### config.mk
export PLATFORM = sky130hd
export DESIGN_NAME = param_data_memory
export DESIGN_NICKNAME = d
export VERILOG_FILES = /design/src/rtl/data_memory_pkg.sv /design/src/rtl/dm_init_seq.sv /design/src/rtl/param_data_memory.sv
export SDC_FILE = /design/constraint.sdc
export NUM_CORES = 1
export LEC_CHECK = 0
export CORE_ASPECT_RATIO = 0.7
export CORE_MARGIN = 3
export CORE_UTILIZATION = 45
export DETAILED_ROUTE_END_ITERATION = 7
export GPL_TIMING_DRIVEN = 0
export MAX_ROUTING_LAYER = met4
export PLACE_DENSITY_LB_ADDON = 0.3
export RECOVER_POWER = 100
export SYNTH_ARGS = -nofsm -noshare
export SYNTH_HDL_FRONTEND = slang
export SYNTH_HIERARCHICAL = 1
export SYNTH_SLANG_ARGS = --single-unit
### constraint.sdc
create_clock -name clk -period 4.12 [get_ports clk]
set_input_delay 1.03 -clock clk [delete_from_list [all_inputs] [get_ports clk]]
set_output_delay 1.03 -clock clk [all_outputs]
set_load 0.01 [all_outputs]
### src/rtl/data_memory_pkg.sv
// Shared types and the power-on fill pattern for param_data_memory.
package data_memory_pkg;

    typedef enum logic {
        INIT,
        IDLE
    } dm_state_t;

    localparam int unsigned INIT_MAX_W = 256;

    // Lower half counts up from 0, upper half counts down from 0 (two's complement).
    function automatic logic [INIT_MAX_W-1:0] init_pattern(
        input int unsigned index,
        input int unsigned depth,
        input int unsigned data_w
    );
        logic [INIT_MAX_W-1:0] value;
        logic [INIT_MAX_W-1:0] mask;
        if (index < depth / 2)
            value = INIT_MAX_W'(index);
        else
            value = INIT_MAX_W'(0) - INIT_MAX_W'(index - depth / 2);
        if (data_w >= INIT_MAX_W)
            mask = '1;
        else
            mask = (INIT_MAX_W'(1) << data_w) - INIT_MAX_W'(1);
        return value & mask;
    endfunction

endpackage

### src/rtl/dm_init_seq.sv
// Initialisation word counter; done marks the final fill write.
module dm_init_seq #(
    parameter int unsigned DEPTH = 32,
    parameter int unsigned IDX_W = $clog2(DEPTH)
) (
    input  logic             clk,
    input  logic             reset,
    input  logic             active,
    input  logic             restart,
    output logic [IDX_W-1:0] idx,
    output logic             done
);

    localparam logic [IDX_W-1:0] LAST_IDX = IDX_W'(DEPTH - 1);

    always_comb begin
        done = active && !restart && (idx == LAST_IDX);
    end

    always_ff @(posedge clk or negedge reset) begin
        if (!reset)
            idx <= '0;
        else if (restart)
            idx <= '0;
        else if (active)
            idx <= done ? '0 : idx + 1'b1;
    end

endmodule

### src/rtl/param_data_memory.sv
// Single-port word memory with self-initialisation and 1-cycle read latency.
// Define PARAM_DATA_MEMORY_BE_EN to add the req_be byte-enable port.
module param_data_memory
    import data_memory_pkg::*;
#(
    parameter int unsigned DATA_W = 8,
    parameter int unsigned DEPTH  = 32,
    parameter int unsigned ADDR_W = 8
) (
    input  logic                clk,
    input  logic                reset,
    input  logic                init_req,
    input  logic                req_valid,
    output logic                req_ready,
    input  logic                req_write,
    input  logic [ADDR_W-1:0]   req_addr,
    input  logic [DATA_W-1:0]   req_wdata,
`ifdef PARAM_DATA_MEMORY_BE_EN
    input  logic [DATA_W/8-1:0] req_be,
`endif
    output logic                rsp_valid,
    output logic [DATA_W-1:0]   rsp_rdata,
    output logic                addr_err,
    output logic                init_busy
);

    localparam int unsigned     IDX_W     = $clog2(DEPTH);
    localparam logic [ADDR_W:0] DEPTH_LIM = (ADDR_W + 1)'(DEPTH);

    dm_state_t         state;
    dm_state_t         state_next;
    logic [IDX_W-1:0]  init_idx;
    logic              init_done;
    logic              accept;
    logic              in_range;
    logic [IDX_W-1:0]  addr_idx;
    logic [DATA_W-1:0] wr_mask;
    logic [DATA_W-1:0] mem [DEPTH];

    dm_init_seq #(
        .DEPTH (DEPTH),
        .IDX_W (IDX_W)
    ) u_init_seq (
        .clk     (clk),
        .reset   (reset),
        .active  (state == INIT),
        .restart (init_req),
        .idx     (init_idx),
        .done    (init_done)
    );

    always_ff @(posedge clk or negedge reset) begin
        if (!reset)
            state <= INIT;
        else
            state <= state_next;
    end

    always_comb begin
        state_next = state;
        case (state)
            INIT:    if (init_done) state_next = IDLE;
            IDLE:    if (init_req)  state_next = INIT;
            default: state_next = INIT;
        endcase
    end

    always_comb begin
        init_busy = (state == INIT);
        req_ready = (state == IDLE) && !init_req;
    end

    assign accept   = req_valid && req_ready;
    assign in_range = {1'b0, req_addr} < DEPTH_LIM;
    assign addr_idx = req_addr[IDX_W-1:0];

`ifdef PARAM_DATA_MEMORY_BE_EN
    always_comb begin
        wr_mask = '0;
        for (int unsigned b = 0; b < DATA_W / 8; b++)
            wr_mask[b*8 +: 8] = {8{req_be[b]}};
    end
`else
    assign wr_mask = '1;
`endif

    // Held in reset, state is INIT at index 0, so edges during reset only rewrite word 0
    // with its own fill value, which INIT rewrites again after release.
    always_ff @(posedge clk) begin
        if (state == INIT)
            mem[init_idx] <= DATA_W'(init_pattern(32'(init_idx), DEPTH, DATA_W));
        else if (accept && req_write && in_range)
            mem[addr_idx] <= (mem[addr_idx] & ~wr_mask) | (req_wdata & wr_mask);
    end

    always_ff @(posedge clk or negedge reset) begin
        if (!reset) begin
            rsp_valid <= 1'b0;
            rsp_rdata <= '0;
            addr_err  <= 1'b0;
        end else begin
            rsp_valid <= accept && !req_write;
            addr_err  <= accept && !in_range;
            if (accept && !req_write)
                rsp_rdata <= in_range ? mem[addr_idx] : '0;
        end
    end

endmodule

Word level (Yosys, flattened, before mapping)
Memory sizes are Yosys's and may differ from the RTL's.
Index checks and enable logic that the tools add are counted.
{"block": "word_totals", "in_bits": 21, "reg_bits": 16, "n_memories": 1, "ramBits": 256}
{"block": "op_classes", "n_eq_ne": 2, "addsub": 3, "order_cmp": 2, "bitwise_logic": 2, "reduce_logical": 12, "mux": 17}
{"memory": "mem", "depth": 32, "width": 8, "rd": 1, "rd_ports_with_merged_regs": 0, "wr": 1, "line_no": "param_data_memory.sv:38", "rtl": "logic [DATA_W-1:0] mem [DEPTH];"}
{"cell": "2-to-1 mux 8 bit", "n": 5}
{"cell": "2-to-1 mux 5 bit", "n": 4}
{"cell": "bitwise AND 8 bit", "n": 1}
{"cell": "logical AND 1 bit", "n": 8}
{"cell": "< comparator 8 x 6 -> 1 bit, second input constant", "n": 1}
{"cell": "OR reduction 8 bit", "n": 1}
{"cell": "2-to-1 mux 1 bit", "n": 7}
{"cell": "subtractor 1 x 6 -> 7 bit, first input constant", "n": 1}
{"cell": "subtractor 5 x 5 -> 6 bit, second input constant", "n": 1}
{"cell": "adder 5 x 1 -> 5 bit, second input constant", "n": 1}
{"cell": "equality test 5 bit, second input constant", "n": 1}
{"cell": "< comparator 5 bit, second input constant", "n": 1}
{"cell": "logical NOT 1 bit", "n": 3}
{"cell": "!= test 2 bit, second input constant", "n": 1}
{"cell": "case mux 1 bit (2 select lines)", "n": 1}
{"cell": "inverter 1 bit", "n": 1}

Longest topological paths before layout
Gate-level depths: netlist of the first run.
{"block": "logic_depth", "ltp_word": 10, "depth_mapped": 9, "mapped_depth_nobuf": 6}

Cells and area by module
The synthesis of the first run kept the hierarchy.
{"module": "param_data_memory", "n_inst": 1, "seq_area_each_um2": 7962.6, "cells_each": 610, "area_each_um2": 10951.8}
{"module": "dm_init_seq", "n_inst": 1, "seq_area_each_um2": 125.1, "cells_each": 29, "area_each_um2": 274.0}

Least setup slack after synthesis of the first run
Ideal clock, no wire load.
{"block": "synth_timing", "path_type": "input to register", "start": "input port req_valid", "end": "memory mem[0][5] (data pin)", "setup_time_ns": 0.454, "t_arrival_ns": 3.179, "slack_ns": 0.487, "path_stages": 6, "cell_sequence": "and3b_1 and3_1 clkbuf_1 buf_2 buf_2 o21ai_0"}
{"block": "synth_via", "elab_chain_cells": 8}
{"element": "from (decl)", "line_no": "param_data_memory.sv:13", "rtl": "input logic req_valid,"}
{"element": "logical AND 1 bit", "line_no": "param_data_memory.sv:73", "rtl": "assign accept = req_valid && req_ready;"}
{"element": "logical AND 1 bit (2 in a row)", "line_no": "param_data_memory.sv:92", "rtl": "else if (accept && req_write && in_range)"}
{"element": "2-to-1 mux 1 bit", "line_no": "param_data_memory.sv:92"}
{"element": "2-to-1 mux 1 bit", "line_no": "param_data_memory.sv:90", "rtl": "if (state == INIT)"}
{"element": "2-to-1 mux 1 bit (not written as such)", "line_no": "param_data_memory.sv:93", "rtl": "mem[addr_idx] <= (mem[addr_idx] & ~wr_mask) | (req_wdata & wr_mask);"}
{"element": "OR reduction 8 bit (no source line)"}
{"element": "2-to-1 mux 8 bit (no source line)"}
{"element": "to (decl)", "line_no": "param_data_memory.sv:38"}
Every way passes these cells.

Worst setup path in the final report of the first run
{"block": "layout_timing", "start": "input port req_addr[1]", "end": "memory mem[1][6] (enable)"}
{"block": "layout_via", "elab_chain_cells": 7, "word_cells_on_any_way": 8}
{"element": "from (decl)", "line_no": "param_data_memory.sv:16", "rtl": "input logic [ADDR_W-1:0] req_addr,"}
{"element": "< comparator 8 x 6 -> 1 bit", "line_no": "param_data_memory.sv:74", "rtl": "assign in_range = {1'b0, req_addr} < DEPTH_LIM;"}
{"element": "logical AND 1 bit", "line_no": "param_data_memory.sv:92"}
{"element": "2-to-1 mux 1 bit", "line_no": "param_data_memory.sv:92"}
{"element": "2-to-1 mux 1 bit", "line_no": "param_data_memory.sv:90"}
{"element": "2-to-1 mux 1 bit (not written as such)", "line_no": "param_data_memory.sv:93"}
{"element": "OR reduction 8 bit (no source line)"}
{"element": "2-to-1 mux 5 bit (no source line) or 2-to-1 mux 1 bit (tied branches)"}
Parallel ways exist; a longest one is shown, timed or not.

==> results of run 1 <==
-- cell usage after synthesis, types with 6 or more instances --
cell and n:
mux2_2 8, mux4_2 20, nand2_1 22, a22oi_1 16, a21oi_1 33, nor3_1 6, dfrtp_1 16, buf_2 9
a22o_1 9, nor2b_1 11, and3_1 6, nor2_1 43, mux4_1 12, a211oi_1 8, o21ai_0 7, clkbuf_1 12
inv_1 7, edfxtp_1 256, mux2i_1 68, o41ai_1 8
-- area by class of cell --
| class | instances | area share |
|---|---|---|
| Buffer | 37 | 0.0215 |
| Multi-Input combinational cell | 322 | 0.222 |
| Tap cell | 318 | 0.0311 |
| Clock buffer | 37 | 0.0531 |
| Sequential cell | 272 | 0.631 |
| Clock inverter | 9 | 0.00645 |
| Timing Repair Buffer | 36 | 0.0322 |
| Inverter | 8 | 0.00234 |
-- sequential cells by signal (all words and copies together), names as in the netlist --
signal / flops
state: 1
addr_err: 1
mem: 256
u_init_seq/idx: 5
rsp_valid: 1
rsp_rdata: 8
-- report_power, final --
group	leakage [nW]	switching, W	internal [W]
Clock	0.368	0.000964	0.00121
Sequential	2.60	0.0000147	0.00304
Combinational	1.51	0.000211	0.000142
-- path summary, 6_finish.rpt --
path                                end  slack [ns]  cells past startpoint    startpoint
min in group asynchronous      addr_err        0.98                      1         reset
max                           mem[1][6]        0.23                      6   req_addr[1]
min reg2reg                rsp_rdata[0]        0.50                      2  rsp_rdata[0]
max in group asynchronous  rsp_rdata[0]        2.69                      1         reset
max reg2reg                   mem[4][1]        1.18                      6         state
min                        rsp_rdata[0]        0.50                      2  rsp_rdata[0]
-- per-layer routing --
layer / up-vias / track usage
met5: - / -
met4: 0 / 0.0371
met3: 40 / 0.0265
met2: 237 / 0.282
met1: 3097 / 0.288
li1: 2700 / -
-- cells in the final DEF, fill, tap and decap left out, types with 6 or more instances in the layout --
master / n
dfrtp_1: 16
a21oi_1: 33
a211oi_1: 8
o41ai_1: 8
mux2_2: 8
and3_1: 6
mux4_1: 12
edfxtp_1: 256
clkbuf_1: 27
mux4_2: 20
clkbuf_16: 25
nor2b_1: 11
nor2_1: 43
dlygate4sd3_1: 14
nand2_1: 22
buf_2: 6
mux2i_1: 68
nor3_1: 6
inv_1: 7
a22oi_1: 16
clkdlybuf4s50_1: 17
a22o_1: 9
-- cells by family after synthesis --
| family | count (synthesis) | share of synthesized area |
|---|---|---|
| adder cells (fa/ha/maj) | 3 | 0.00334 |
| XOR/XNOR | 2 | 0.00156 |
| flip-flops | 272 | 0.720 |
| AND/OR/NAND/NOR | 103 | 0.0430 |
| AO/OA/AOI/OAI | 106 | 0.0672 |
| multiplexers | 108 | 0.137 |
| buffers and inverters | 45 | 0.0275 |
-- stage by stage --
step,TNS (ns),util,hold WS (ns),worst slack (ns)
after floorplan,0,-,0.511,0.487
after global routing,0,0.533,0.534,0.0574
after CTS,0,0.533,0.509,0.286
after detailed placement,-18.12,0.502,0.493,-0.239
final,0,0.533,0.497,0.226
after global placement,-320.86,0.496,0.494,-2.18
-- tightest hold or removal path, cell delays in order (launching register included) --
cell and delay (ns):
dfrtp_1 0.35, nand2_1 0.05, o41ai_1 0.06
==> flow_results.org, run 1 <==
** GRT
- Entering global routing, the biggest net connects 33 pins.
- The first global-routing pass estimated 37600 µm of wire.
- Number of antenna violations at the first check in global routing :: 0
- The via count of the first global-routing pass is a little under 6000.
- Gr usage total :: 0.190
- The total overflow left after global routing is 0.

** Die
- Standard cell core area :: ~24000 µm²
- The die covers ~27000 µm².
- Number of standard-cell rows in the floorplan :: 47
- In this run the count of I/O pins placed on the die edge is 33.
- For this configuration, the core starts out at a cell density of 0.467.
- In this run the horizontal extent of the chip is about 200 µm.
- From bottom edge to top edge, the die measures around 140 µm.

** Final layout
- In the final layout, the share of cells above drive strength 1 is 0.125.
- Fill cells in the final layout number ~1900.
- From synthesis to final layout, the design area changed by 14.1%.
- Antenna fix cells :: 0
- For this run, the number of standard cells in the final layout without fillers is 1039.
- After the last flow step, the layout net total stands at 726.
- Summing all non-filler instances in the final layout gives an area of roughly 13000 µm².
- Multi-input logic area :: 2840 µm²
- Summing all flip-flop and latch instances after layout gives 8090 µm².

** Clock tree
- Clk sinks :: about 270
- Clock buffer count from CTS :: 25
- Clock-pin slew was measured on the worst setup and hold paths at approximately 0.060 ns.
- TritonCTS built the clock tree.
- Later-pin clock latency in the skew report :: ~0.54 ns
- CTS resizes :: 0
- Bufs on Longest Clock Path :: 3
- In this run the post-CTS setup repair buffer count came out at 0.
- Hold repair after CTS inserted 0 buffers.
- The root buffer cell chosen for the clock tree is clkbuf_16.
- In this run the number of H-tree levels came out at 1.

** Critical path
- Highest fanout seen on the critical path :: 10
- Together, buffers and inverters on the worst path number 3.
- Highest-delay cell along the critical path :: nor2_1
- At the worst endpoint, the arrival time is between 4 and 5 ns.
- Type of destination of the critical path :: flip-flop
- List of cells traversed by the critical path :: clkdlybuf4s50_1 > buf_2 > nor2_1 > clkbuf_1 > o21ai_1 > nor2_1
- Kind of critical path :: input pin to flip-flop
- CP startpoint kind :: input pin
- The kind of cell with the highest combined delay along the critical path is simple AND/OR/NAND/NOR gates.
- Largest stage delay on the critical path :: 0.82 ns
- Most common cell type on the critical path :: nor2_1
- At the worst endpoint, the required time is ~4.3 ns.

** STA
- Subtracting the final worst setup slack from the clock period gives between 3 and 4 ns.
- Transition time at the pin with the least slew margin :: 1.19 ns
- In the finished design, the share of the clock period the worst path needs comes to 0.945.
- The final count of hold timing violations is 0.
- Setup repair after global routing left no endpoint under its margin.
- Highest attainable clock frequency :: 0.257 GHz
- Setup violations remaining at the end of the flow were counted as 0.
- The max-slew violation count came to 0.
- Setup clock skew after layout :: 0.0238 ns
- Rel. slew slack :: 0.204

** Synthesis
- Of all cell types, the one taking the most synthesized area is edfxtp_1.
- Cell area after technology mapping :: approximately 11000 µm²
- Unique masters post-synth :: 48
- The number of nets in the synthesized netlist is 663.
- Count of flip-flops with a built-in enable after synthesis :: ~260
- Proportion of synthesized chip area in sequential cells :: 0.720
- Averaged over all synthesized cells, the footprint is 17.6 µm².
- In the post-synthesis netlist, the biggest area contributors are edfxtp_1 (68%), mux2i_1 (6.1%), mux4_2 (4.0%).
- The synthesized design contains between 200 and 300 register bits.
- Prevailing post-synth register cell :: edfxtp_1
- During synthesis, Yosys emitted a total of 6 warnings.
- The share of synthesized area in the top cell type comes to 0.685.
- After technology mapping, the gate count stands at 639.
- Fraction of registers with async set/reset :: 0.0588

** Placed design
- Buffers placed on the I/O ports in this run total 31.
- Including well taps, the total number of placed cells is ~1000.
- After legalization and detailed placement, the total HPWL measured roughly 17000 µm.
- Summing all placed instances gives a cell area of ~12000 µm².
- Final weighted congestion in routability-driven placement :: about 0.95

** Power and ir drop
- Power spread over the standard cell area amounts to about 440 nW/µm².
- The analysis attributes to cell leakage a power of approximately 4.5 nW.
- Post-layout power :: 0.00559 W
- VDD sags by at most slightly above 0.4 mV.

** Route
- Antenna-violating nets left :: 0
- Remaining routing DRC violations :: 0
- Routed signal wires occupy layers up through met4.
- For this block, the routed nets add up to approximately 25000 µm of wire.
- Detail-routed net length per standard cell :: ~24 µm
- The routed layout has 6074 vias.
- Met1 Wirelength :: around 11000 µm
- After detailed routing, the number of vias per cell comes to 5.85.
- Summed over all nets, wire length on met2 after detailed routing comes to 11600 µm.
- For this run, the detailed router's first-pass iteration total came to 5.
- Amount of wire on met3 after detailed routing :: 1660 µm
- Drt first-iter violations :: ~500

** Min path
- In this run the worst hold path is classified as flip-flop to flip-flop.

** Outcome
- Run status :: finished, final reports clean

** Job
- Maximum Capacitance Violations :: 0
Note: power is estimated with default switching activity, not from simulation.
==> inputs of run 2 (changes only) <==
CELL_PAD_IN_SITES_DETAIL_PLACEMENT = 1   (was unset)
CELL_PAD_IN_SITES_GLOBAL_PLACEMENT = 2   (was unset)
CTS_CLUSTER_SIZE = 16   (was unset)
==> flow_results.org, run 2 (synthesized netlist as in run 1, its figures left out) <==
** Power and ir drop
- Worst ir drop on vdd :: roughly 0.38 mV
- In this run the static leakage power is between 4 and 5 nW.
- Total power for the finished layout comes to about 0.0058 W.
- In this run the power density over the cells is ~450 nW/µm².

** Route
- After detailed routing, the number of remaining DRC violations is 0.
- The count of nets left with antenna violations once routing finished came out at 0.
- First-pass iteration count of the detailed router :: 4
- In the final routed layout, each cell accounts on average for 26.4 µm.
- Summing over every cut layer, the via total after detailed routing is 6118.
- Summed over all layers, the routed wires come to about 27000 µm.
- In this run, the number of DRC markers left after iteration 0 of detailed routing was 381.
- Routed via count divided by cell count :: between 5 and 6

** Die
- Number of standard-cell rows in the floorplan :: between 40 and 50
- Standard cell core area :: about 24000 µm²
- In this run the horizontal extent of the chip is 195 µm.
- Top-level port count :: 33
- Measured along the y axis, the die boundary spans between 100 and 150 µm.
- The die covers around 27000 µm².
- The initial utilization of the core area, before any placement, comes to 0.467.

** GRT
- Largest net degree at the start of global routing :: 33
- Via count of the first global-routing pass :: around 6400
- Sum of overflow across all layers after global routing :: 0
- Global-route wire length before repair :: between 40000 and 50000 µm
- The initial antenna violation count is 1.
- Gr usage total :: 0.208

** Clock tree
- Once the clock tree was built, the setup fixing pass inserted 0 buffers.
- After clock tree synthesis, the repair step resized 0 gates.
- Clk sinks :: 272
- The cell sitting at the root of the clock tree is a clkbuf_16.
- Later-pin clock latency in the skew report :: ~0.52 ns
- Clock buffer count from CTS :: 27
- After clock tree synthesis, the flow added hold-fix buffers numbering 0.
- After clock tree synthesis, the clock-pin slew on the worst setup and hold paths is ~0.060 ns.
- TritonCTS clock tree :: built
- The clock passes through at most 3 buffers.
- CTS built an H-tree with a depth of 1.

** Final layout
- The net count of the finished layout is a little over 700.
- The register with the most flip-flops in the layout has 256 of them.
- The multi-input combinational cells in the finished layout cover a total of about 2800 µm².
- Area added between synthesis and finish :: 14.3%
- Filler Cells Inserted :: approximately 2200
- Share of cells above drive strength 1 :: 0.133
- Register area :: between 8000 and 9000 µm²
- Leading cell type in the layout, fill and taps excluded :: edfxtp_1
- For this run, the share of the core covered by cells in the final layout is 0.533.
- Largest registers in the final layout :: mem x256, rsp_rdata x8, u_init_seq/idx x5
- Most frequent cells in the layout :: edfxtp_1 (256), mux2i_1 (68), nor2_1 (43)
- Register ranked first by flip-flop count :: mem

** Critical path
- In this run the worst path has a maximum fanout of 10.
- The worst register-to-register path has a setup slack of roughly 1.3 ns.
- Kind of critical path :: input pin to flip-flop
- Worst EP required :: 4.27 ns
- Endpoint of the lowest-slack register-to-register path :: mem[24][1]
- STA classifies the critical path endpoint as a flip-flop.
- Worst reg2reg startpoint :: state
- CP startpoint kind :: input pin
- Arr. time, crit path :: 3.93 ns
- Worst Reg-to-Reg Cells :: 7

** STA
- Setup violations remaining at the end of the flow were counted as 0.
- Once routing completed, OpenROAD measured the worst setup slack at roughly 0.33 ns.
- Tcrit/Tclk final :: 0.919
- Pins Over Slew Limit :: 0
- Setup repair after global routing left no endpoint under its margin.
- The routed design could run at a clock period as short as 3.79 ns.
- For this run, the top clock speed supported by timing is 0.264 GHz.
- The worst pin sits at a relative slew slack of 0.128.
- For the pin with the worst max-slew slack, the measured transition is roughly 1.3 ns.
- The final count of hold timing violations was 0.
- Setup clock skew after layout :: between 0.01 and 0.015 ns

** Placed design
- Prior to clock tree synthesis, the placed netlist has a worst setup slack of -0.184 ns.
- Port buffering added 31 buffers.
- The congestion estimate from routability-driven global placement came to between 0.8 and 0.9.
- Detailed placement finished with a half-perimeter wire length of around 18000 µm.

** Job
- Across the run, the number of max-cap violations was 0.

** Min path
- Hold/Removal Path Class :: flip-flop to flip-flop
- Hold path endpoint :: rsp_rdata[2]
- Critical hold path startpoint :: rsp_rdata[2]
- Cell count of the worst hold path :: 2

** Outcome
- The run finished with clean final reports.
==> run 2: critical path: stages <==
cell	delay, ns
clkdlybuf4s50_1	0.50
buf_6	0.17
nor2b_1	0.14
clkbuf_1	0.36
clkbuf_1	0.55
a21oi_1	0.42
nor2_1	0.74
==> run 2: cell type report <==
cell class              count  area share
clock buffers              38      0.0574
flip-flops and latches    272       0.630
inverters                   8     0.00234
well taps                 318      0.0310
clock inverters            10     0.00770
multi-input cells         322       0.222
diodes                      1    0.000195
plain buffers              37      0.0217
repair buffers             35      0.0273
==> run 2: stage by stage <==
step / hold WS, ns / setup TNS, ns / instances / area [µm²]
final: 0.485 / 0 / 1041 / 12800
after global routing: 0.514 / 0 / 1041 / 12800
after CTS: 0.485 / 0 / 1040 / 12900
after detailed placement: 0.470 / -15.77 / 992 / 12000
after global placement: 0.489 / -335.09 / 988 / 11900
after floorplan: 0.511 / 0 / 639 / 11200
==> run 2: per-layer routing <==
metal,track usage,vias to the layer above,share of wire
li1,-,2695,-
met1,0.300,3257,0.47
met2,0.317,134,0.47
met3,0.0343,32,0.042
met4,0.0435,0,0.018
met5,-,-,0
==> run 2: how the worst max path moves through the flow <==
stage          slack [ns]         end  cells past startpoint        start
6_report             0.33  mem[13][7]                      7  req_addr[2]
5_1_grt              0.08  mem[29][1]                      8     init_req
4_1_cts              0.29  mem[12][6]                      7  req_addr[2]
3_5_place_dp        -0.18  mem[12][6]                      7  req_addr[2]
3_3_place_gp        -2.44   mem[8][2]                      7     init_req
2_1_floorplan        0.49   mem[0][5]                      6    req_valid
==> run 2: power by group <==
| part | internal [W] | total (W) | leakage, nW | switching (W) |
|---|---|---|---|---|
| sequential | 0.00304 | 0.00306 | 2.60 | 0.0000165 |
| clock | 0.00137 | 0.00235 | 0.409 | 0.000981 |
| combinational | 0.000131 | 0.000347 | 1.50 | 0.000216 |
| total | 0.00454 | 0.00575 | 4.50 | 0.00121 |
==> RTL edit (config.mk and constraints of run 1) <==
The option `PARAM_DATA_MEMORY_BE_EN` is turned on by a define.
--- a/src/rtl/param_data_memory.sv
+++ b/src/rtl/param_data_memory.sv
@@ -1,5 +1,7 @@
 // Single-port word memory with self-initialisation and 1-cycle read latency.
 // Define PARAM_DATA_MEMORY_BE_EN to add the req_be byte-enable port.
+`define PARAM_DATA_MEMORY_BE_EN
+
 module param_data_memory
     import data_memory_pkg::*;
 #(
Ports: changed (added req_be); port bits go from 33 to 34. No check against the original RTL was run, so the function may have changed too.
==> RTL edit against run 1 <==
Area after synthesis rose by 0.35%; die area rose by 0.33%; routed wire length up 14%; worst setup slack lost 0.11 ns; global-route usage grew 2.3 points; largest power group unchanged; maximum frequency fell by 2.8%; sequential cell count unchanged; sequential power barely moved; design area decreased by 0.22%; via count rose by 8.9%; total power up 3.0%.
==> RTL edit: results <==
{
  "crit_path_top_delay_cell": "o221a_2",
  "min_path_cells": 1,
  "outcome": "complete, no violations",
  "grt_pass1_vias": 6374,
  "critPathCapture": "mem[18][3]$_DFFE_PP_",
  "use_met3": 0.0506,
  "skew_ns": 0.0148,
  "critPathArrivalTime_ns": 4.21,
  "synth_common_cells": "edfxtp_1 (256), mux2i_1 (130), a22oi_1 (65)",
  "dr.pass1.iters": 6,
  "drt_iter0_drc": 882,
  "yosys-top-cells-area": "edfxtp_1 (68%), mux2i_1 (12%), a22oi_1 (4.3%), dfrtp_1 (3.6%), a21oi_1 (1.6%)",
  "min_to": "rsp_rdata[1]$_DFFE_PN0P_",
  "viasPerCell": 6.14,
  "synth_nets": 708,
  "synth_cell_types": 49,
  "post_route_cells_drive_above_1_share": 0.107,
  "hpwl_um": 19100,
  "crit_fanout": 32,
  "m1WireLength_um": 12100,
  "grt_use_met2": 0.307,
  "worst_pin_slew_ns": 1.30,
  "dr_wl_met3_um": 3520,
  "leakagePower_nw": 4.56,
  "fin_nets": 766,
  "insertion_delay_ns": 0.52,
  "place_congestion": 1.03,
  "met2WireLength_um": 12200
}
-- RTL edit: cell types whose count changed after synthesis, moves of 8 or more --
cell	change
mux2i_1	+62
a22oi_1	+49
mux4_2	-20
nand2_1	-15
mux4_1	-12
mux2_2	-8
nor4_2	+8
o41ai_1	-8
-- RTL edit: repair_timing --
item                                    in CTS  in global routing
endpoints found under the setup margin     160                 96
gates resized for setup                      5                  3
pin swaps                                    0                  0
-- RTL edit: metrics by stage --
step / setup WS [ns] / hold WS (ns) / cells / total power, mW / instance area, µm²
after detailed placement: -0.812 / 0.501 / 1032 / 3.47 / 12000
after global placement: -0.713 / 0.501 / 1032 / 3.46 / 12000
after global routing: 0.0450 / 0.548 / 1077 / 5.91 / 12800
after CTS: 0.0292 / 0.523 / 1077 / 5.76 / 12800
after floorplan: 1.14 / 0.519 / 683 / 3.32 / 11300
final: 0.115 / 0.517 / 1077 / 5.75 / 12800
-- RTL edit: kinds of logic after synthesis --
group | synth area share
flip-flops | 0.718
AO/OA/AOI/OAI | 0.0845
multiplexers | 0.116
AND/OR/NAND/NOR | 0.0467
buffers and inverters | 0.0304
adder cells (fa/ha/maj) | 0.00333
XOR/XNOR | 0.00156
-- RTL edit: area by class of cell --
type / instances / area, µm²
Clock buffer: 34 / 754
Fill cell: 1924 / 11300
Timing Repair Buffer: 31 / 310
Tap cell: 318 / 398
Sequential cell: 272 / 8090
Clock inverter: 11 / 93.8
Buffer: 39 / 308
Multi-Input combinational cell: 365 / 2800
Inverter: 7 / 26.3
-- RTL edit: where the power goes --
part           switching (mW)  total [mW]  internal, mW
combinational           0.240       0.360         0.120
clock                   0.985        2.34          1.35
sequential             0.0137        3.05          3.04
